==> src/rtl/hv_adc_avg_mc.sv <==
// hv_adc_avg_mc: per-channel sliding-window ADC averager; HV_ADC_AVG_OVTH_EN adds over-threshold flags
module hv_adc_avg_mc #(
  parameter int CH_NUM = 2,
  parameter int ADC_DW = 10,
  parameter int MAX_WIN_LOG2 = 3,
  localparam int WW = $clog2(MAX_WIN_LOG2 + 1)
) (
  input  logic                           i_clk,
  input  logic                           i_rst,
  input  logic [CH_NUM-1:0]              i_adc_rdy,
  input  logic [CH_NUM-1:0][ADC_DW-1:0]  i_adc_data,
  input  logic [WW-1:0]                  i_avg_win,
  output logic [CH_NUM-1:0]              o_avg_vld,
  output logic [CH_NUM-1:0][ADC_DW-1:0]  o_avg_data
`ifdef HV_ADC_AVG_OVTH_EN
  ,
  input  logic [ADC_DW-1:0]              i_thresh,
  output logic [CH_NUM-1:0]              o_ovth
`endif
);
  localparam int DEPTH = 1 << MAX_WIN_LOG2;
  localparam int SW = ADC_DW + MAX_WIN_LOG2;
  logic [CH_NUM-1:0] sync1, sync2, sync_d;
  logic [WW-1:0] win_in, win_r;
  logic [MAX_WIN_LOG2:0] n;
  logic flush;
  always_comb begin
    win_in = (i_avg_win > WW'(MAX_WIN_LOG2)) ? WW'(MAX_WIN_LOG2) : i_avg_win;
    n = (MAX_WIN_LOG2 + 1)'(1) << win_r;
    flush = win_in != win_r;
  end
  always_ff @(posedge i_clk) begin
    if (i_rst) begin
      sync1 <= '0;
      sync2 <= '0;
      sync_d <= '0;
      win_r <= '0;
    end else begin
      sync1 <= i_adc_rdy;
      sync2 <= sync1;
      sync_d <= sync2;
      win_r <= win_in;
    end
  end
  for (genvar c = 0; c < CH_NUM; c++) begin : g_ch
    logic [ADC_DW-1:0] mem [DEPTH];
    logic [MAX_WIN_LOG2-1:0] ptr;
    logic [MAX_WIN_LOG2:0] fill, fill_nx;
    logic [SW-1:0] sum, sum_nx;
    logic [ADC_DW-1:0] oldest, avg, avg_q;
    logic cap, pend, vld_q;
    always_comb begin
      cap = sync2[c] & ~sync_d[c] & ~flush;
      oldest = (fill == n) ? mem[ptr - n[MAX_WIN_LOG2-1:0]] : '0;
      fill_nx = (fill == n) ? fill : fill + 1'b1;
      sum_nx = sum + SW'(i_adc_data[c]) - SW'(oldest);
      avg = ADC_DW'(sum >> win_r);
    end
    // pend marks cycle C+1 of a capture that completed a window
    always_ff @(posedge i_clk) begin
      if (i_rst) begin
        for (int i = 0; i < DEPTH; i++) mem[i] <= '0;
        ptr <= '0;
        fill <= '0;
        sum <= '0;
        pend <= 1'b0;
        vld_q <= 1'b0;
        avg_q <= '0;
      end else begin
        if (flush) begin
          ptr <= '0;
          fill <= '0;
          sum <= '0;
        end else if (cap) begin
          mem[ptr] <= i_adc_data[c];
          ptr <= ptr + 1'b1;
          fill <= fill_nx;
          sum <= sum_nx;
        end
        pend <= cap && (fill_nx == n);
        vld_q <= pend;
        if (pend) avg_q <= avg;
      end
    end
    assign o_avg_vld[c] = vld_q;
    assign o_avg_data[c] = avg_q;
`ifdef HV_ADC_AVG_OVTH_EN
    logic ovth_q;
    always_ff @(posedge i_clk) begin
      if (i_rst) ovth_q <= 1'b0;
      else if (pend) ovth_q <= avg > i_thresh;
    end
    assign o_ovth[c] = ovth_q;
`endif
  end
endmodule
==> config.mk <==
export PLATFORM = sky130hd
export DESIGN_NAME = hv_adc_avg_mc
export DESIGN_NICKNAME = d
export VERILOG_FILES = /design/src/rtl/hv_adc_avg_mc.sv
export SDC_FILE = /design/constraint.sdc
export NUM_CORES = 1
export LEC_CHECK = 0
export ABC_AREA = 1
export CAP_MARGIN = 20
export CORE_AREA = 8 8 172 174
export CTS_CLUSTER_SIZE = 10
export DETAILED_ROUTE_END_ITERATION = 6
export DIE_AREA = 0 0 180 182
export PLACE_DENSITY = 0.75
export REMOVE_ABC_BUFFERS = 1
export SLEW_MARGIN = 20
export SYNTH_ARGS = -nofsm -noshare
export SYNTH_HDL_FRONTEND = slang
export SYNTH_SLANG_ARGS = --single-unit
==> constraint.sdc <==
create_clock -name i_clk -period 7.4 [get_ports i_clk]
set_input_delay 0.74 -clock i_clk [delete_from_list [all_inputs] [get_ports i_clk]]
set_output_delay 0.74 -clock i_clk [all_outputs]
set_load 0.02 [all_outputs]
# --- Word level (Yosys, flattened, before mapping) ---
# Memory sizes are Yosys's and may differ from the RTL's.
# Index checks and enable logic that the tools add are counted.
classes:
  add_sub_neg: 10
  order_cmp: 1
  n_eq_ne: 5
  shifts: 3
  n_mux: 21
  n_bitwise: 7
  n_reduce_logical: 5
ops:
  columns: ["operator", "n"]
  rows:
  - ["two-way mux 10 bit", 4]
  - ["adder 13 x 10 -> 13 bit", 2]
  - ["right shift 13 x 2 -> 10 bit", 2]
  - ["subtractor 13 x 10 -> 13 bit", 2]
  - ["OR reduction 10 bit", 2]
  - ["equality test 4 bit", 4]
  - ["two-way mux 1 bit", 12]
  - ["adder 4 x 1 -> 4 bit (second input constant)", 2]
  - ["two-way mux 4 bit", 2]
  - ["adder 3 x 1 -> 3 bit (second input constant)", 2]
  - ["two-way mux 3 bit", 2]
  - ["subtractor 3 bit", 2]
  - ["AND 1 bit", 4]
  - ["<< shifter 1 x 2 -> 4 bit (first input constant)", 1]
  - ["NOT 1 bit", 3]
  - ["> comparator 2 bit (second input constant)", 1]
  - ["logical AND 1 bit", 2]
  - ["two-way mux 2 bit", 1]
  - ["inequality test 2 bit", 1]
  - ["OR reduction 2 bit", 1]
totals:
  register_bits: 72
  ram_bits: 160
  input_bits: 26
  output_inout_bits: 22
  elab_cells: 70
  memories: 2
mem_list:
  columns: ["memory", "words", "word_bits", "rd", "rd_ports_with_merged_regs", "wr", "line", "source"]
  rows:
  - ["g_ch[0].mem", 8, 10, 1, 0, 8, "46", "logic [ADC_DW-1:0] mem [DEPTH];"]
  - ["g_ch[1].mem", 8, 10, 1, 0, 8, "46", null]

# --- Depth between registers and ports, before layout ---
depth:
  depth_word: 11
  depth_mapped: 27
  mapped_depth_nobuf: 25

# --- Least setup slack after synthesis ---
# OpenSTA, ideal clock, no wires.
synth_timing:
  kind: "register to register"
  from: "register win_r[1]"
  to: "register g_ch[1].sum[8]"
  setup_ns: 0.109
  arrival_ns: 3.722
  required_ns: 7.291
  path_slack_ns: 3.569
  path_stages_with_launch: 22
  path_buffers: 2
  period_less_slack_ns: 3.831
  path_cell_list: "dfxtp_1 -> buf_6 -> nor2_4 -> nand2_1 -> fa_1 -> inv_1 -> clkbuf_1 -> o21ai_0 -> o22ai_1 -> nor2_1 -> nor2_1 -> fa_1 -> fa_1 -> inv_1 -> nand2_1 -> o21ai_0 -> inv_1 -> o21bai_1 -> xor2_1 -> nand2_1 -> nand2_1 -> inv_1"
synth_between:
  elab_chain_cells: 5
  word_cells_on_any_way: 10
  cone_classes: "add/sub (2); eq/ne (2); shift (1); mux (1); bitwise (2); reduce/logical (1); memory (1)"
synth_rtl:
  columns: ["item", "line", "source"]
  rows:
  - ["from (decl)", "24", "logic [WW-1:0] win_in, win_r;"]
  - ["from (signal assigned)", "42", "win_r <= win_in;"]
  - ["<< shifter 1 x 2 -> 4 bit", "29", "n = (MAX_WIN_LOG2 + 1)'(1) << win_r;"]
  - ["subtractor 3 bit", "54", "oldest = (fill == n) ? mem[ptr - n[MAX_WIN_LOG2-1:0]] : '0;"]
  - ["memory (8 x 10 bit)", null, null]
  - ["two-way mux 10 bit", "54", null]
  - ["subtractor 13 x 10 -> 13 bit", "56", "sum_nx = sum + SW'(i_adc_data[c]) - SW'(oldest);"]
  - ["to (signal assigned)", "78", "sum <= sum_nx;"]
  - ["to (decl)", "49", "logic [SW-1:0] sum, sum_nx;"]
# Parallel ways exist; a longest one is shown, timed or not.
# A chain may end at the register's enable or synchronous reset.

# --- Worst setup path in the final report ---
# Ends and elaborated chain as after synthesis.

==> run_results.csv <==
group,metric,value,unit
detailed_routing,drc,0,
synthesis,syn_area_per_cell,8.15,um2
synthesis,yosys.area.top_type,"edfxtp_1",
clocking,holdBufCountCts,0,
detailed_routing,num_vias,10300,
sta,rsz0062_at_grt,"no",
detailed_routing,routedWlPerCell,16.1,um
synthesis,synth_common_cells,"nor2_1 (341), nand2_1 (290), inv_1 (164)",
detailed_routing,wirelength,31100,um
detailed_routing,drtAntennaViolNets,0,
die,die_w,180,um
detailed_routing,drt_iter0_drc,722,
sta,final_max_slew_viol_count,0,
clocking,cts_tree,"built",
critical_path,crit_chain,"buf_4, inv_2, nand2_2, fa_1, inv_1, nor2_1, o21ai_0, nand3_1, nand2_1, nor2_1, fa_1, fa_1, inv_1, nand2_1, o21ai_0, inv_1, o21bai_1, xor2_1, nand2_1, nand2_1, inv_1",
die,die_height,182,um
min_path,hold_class,"flop to flop",
detailed_routing,via_per_inst,5.32,
global_routing,grt_overflow_total,0,
critical_path,cp.arrival,6.27,ns
die,dieArea,32800,um2
flow_run,cap_violations,0,
placement,place_ws,1.69,ns
placement,place_area,13300,um2
placement,place_hpwl,21500,um
global_routing,antenna_found_initial,0,
critical_path,startpoint,"win_r[1]",
synthesis,synthCells,1565,
critical_path,endpoint,"g_ch[1].sum[8]",
global_routing,grtUsageTotal,0.187,
clocking,h-tree-depth,1,
critical_path,cp-end-kind,"flop",
sta,whs,0.407,ns
critical_path,r2r_cells,21,
synthesis,yosysTopAreaCellShare,0.377,
critical_path,crit_family,"adder cells",
sta,fin_crit_sh,0.790,
critical_path,r2r-start,"win_r[1]",
synthesis,synth.most_common_cell,"nor2_1",
critical_path,startpoint_type,"flop",
global_routing,grt_pass1_vias,10000,
sta,tns,0,ns
critical_path,r2r_setup_slack,1.56,ns
critical_path,cp_max_fo,23,
placement,gp_congestion,0.885,
global_routing,grt_max_degree,43,
synthesis,seq_area_frac_synth,0.490,
sta,worst_slew_pin_slew,1.03,ns
sta,max_freq,171,MHz
power,p_per_area,223,nW/um2
synthesis,ys_warn_count,0,
clocking,clk_pin_slew,0.06,ns
detailed_routing,drt_first_pass_iters,7,
sta,slew_headroom,0.315,
cells_and_area,layout.nets,1653,
synthesis,synthTopCellsByArea,"edfxtp_1 (38%), dfxtp_1 (11%), nor2_1 (10%)",
critical_path,path_class,"flop to flop",
synthesis,ys_seq_elements,232,
synthesis,ys.flop_type,"edfxtp_1",
critical_path,cp_slowest_cell,"fa_1",
clocking,cts_sinks,232,
sta,setup_ws,1.56,ns
cells_and_area,drive_above_1_share,0.0435,
sta,setup_violations,0,
synthesis,synth_edf_count,160,
clocking,clk_latency,0.53,ns
cells_and_area,antennaDiodeCount,0,
run_status,outcome,"finished clean",
critical_path,slowest_delay,1.14,ns
power,total_leakage_power,5.97,nW
critical_path,cp_num_buf_inv,6,
clocking,ctsResizeCount,0,
die,ios,48,
critical_path,timing.rr.end,"g_ch[1].sum[8]",
cells_and_area,areaGrowthSynthToFinish,10.1,%
synthesis,netlist_area,12700,um2
critical_path,cp_data_required_time,7.82,ns
global_routing,grt_pass1_wl,50400,um
critical_path,cp_num_cells,21,
sta,finClkSkew,0.0164,ns
power,irDropWorstVdd,0.169,mV
sta,final.min_clock_period,5.84,ns
cells_and_area,final_cell_area,14000,um2
placement,port_buffers,47,
clocking,cts_root_buffer,"clkbuf_16",
clocking,postCtsSetupBuffers,0,
die,num_rows,60,
clocking,cts_buffer_depth,3,
die,initial_core_util,0.478,
die,fp.coreArea,26700,um2
synthesis,async_flop_share,0,
sta,hold_viol,0,
synthesis,synth_cell_types,38,
clocking,cts_made_buffers,27,
[cell usage in the layout (no fill, tap or decap), types with 2 or more instances in the layout]
master | Yosys | final
edfxtp_1 | 160 | 160
or2_2 | 4 | 4
o21ai_0 | 105 | 105
and2_1 | 2 | 2
a211oi_1 | 3 | 3
xor2_1 | 9 | 9
o21bai_1 | 6 | 6
nor2_2 | 2 | 2
xnor2_1 | 8 | 8
clkbuf_1 | 24 | 13
clkinv_1 | 20 | 21
dfxtp_1 | 72 | 72
clkdlybuf4s50_1 | 0 | 47
xnor2_4 | 2 | 2
a21oi_1 | 73 | 73
nor3_1 | 3 | 3
nand2_1 | 290 | 290
o211ai_1 | 19 | 19
inv_2 | 8 | 8
nand4_1 | 7 | 7
nand2_2 | 12 | 12
ha_1 | 30 | 30
inv_1 | 164 | 164
a31oi_1 | 3 | 3
o22ai_1 | 3 | 3
nand3_1 | 110 | 110
a21o_1 | 4 | 4
nor2_1 | 341 | 341
buf_4 | 9 | 8
clkbuf_16 | 0 | 27
o221ai_1 | 2 | 2
fa_1 | 22 | 22
nor2_4 | 3 | 3
[routing by layer]
metal  up-vias  GRT usage  wire, um  part of all wire
met4         0     0.0627       892             0.029
li1       5085          -         -                 -
met2       292      0.334     15400              0.49
met3        67     0.0261      1810             0.058
met5         -          0         0                 0
met1      4813      0.228     13100              0.42
[state kept, by name, summed over array words and instances (netlist names)]
| name | count |
|---|---|
| g_ch.vld_q | 2 |
| g_ch.pend | 2 |
| sync2 | 2 |
| sync_d | 2 |
| sync1 | 2 |
| win_r | 2 |
| g_ch.fill | 8 |
| g_ch.mem | 160 |
| g_ch.avg_q | 20 |
| g_ch.sum | 26 |
| g_ch.ptr | 6 |
[cells by family (layout without fill, tap and decap cells)]
logic type,count (synthesis),count (layout),synth area share
flops,232,232,0.490
buf+inv,266,289,0.0880
compound gates,219,219,0.0939
xor+xnor,19,19,0.0160
fa+ha+maj,52,52,0.0640
simple gates,777,777,0.248
[tightest hold or removal path: stages, from the launching register on]
cell and delay (ns):
dfxtp_1 0.30, inv_1 0.04, nor2_1 0.03
[power by group]
| part | total (mW) | internal (mW) | switching, mW |
|---|---|---|---|
| logic | 0.541 | 0.179 | 0.361 |
| clock network | 1.16 | 0.666 | 0.494 |
| registers | 1.43 | 1.42 | 0.0116 |
| total | 3.13 | 2.26 | 0.867 |
[layout make-up]
cell class              instances  area (um2)
flip-flops and latches        232        6250
well taps                     341         427
fillers                      2465       12600
repair buffers                 55         531
inverters                     192         721
clock inverters                 2        12.5
clock buffers                  40         724
multi-input cells            1067        5380
[metrics by stage]
stage | utilization | total power [mW] | std cells
CTS | 0.527 | 3.14 | 1929
floorplan | - | 1.84 | 1491
finish | 0.527 | 3.13 | 1929
global route | 0.527 | 3.26 | 1929
global placement | 0.499 | 1.98 | 1887
detailed placement | 0.499 | 1.99 | 1887
[worst min path at each step]
| stage | slack (ns) | depth (start not counted) | startpoint | to |
|---|---|---|---|---|
| CTS | 0.40 | 2 | sync1[1] | sync2[1] |
| global placement | 0.39 | 2 | sync1[1] | sync2[1] |
| floorplan | 0.39 | 2 | sync1[0] | sync2[0] |
| detailed placement | 0.40 | 2 | sync1[1] | sync2[1] |
| global route | 0.41 | 2 | sync1[1] | sync2[1] |
| finish | 0.41 | 2 | sync1[1] | sync2[1] |
Note: power is estimated with default switching activity, not from simulation.
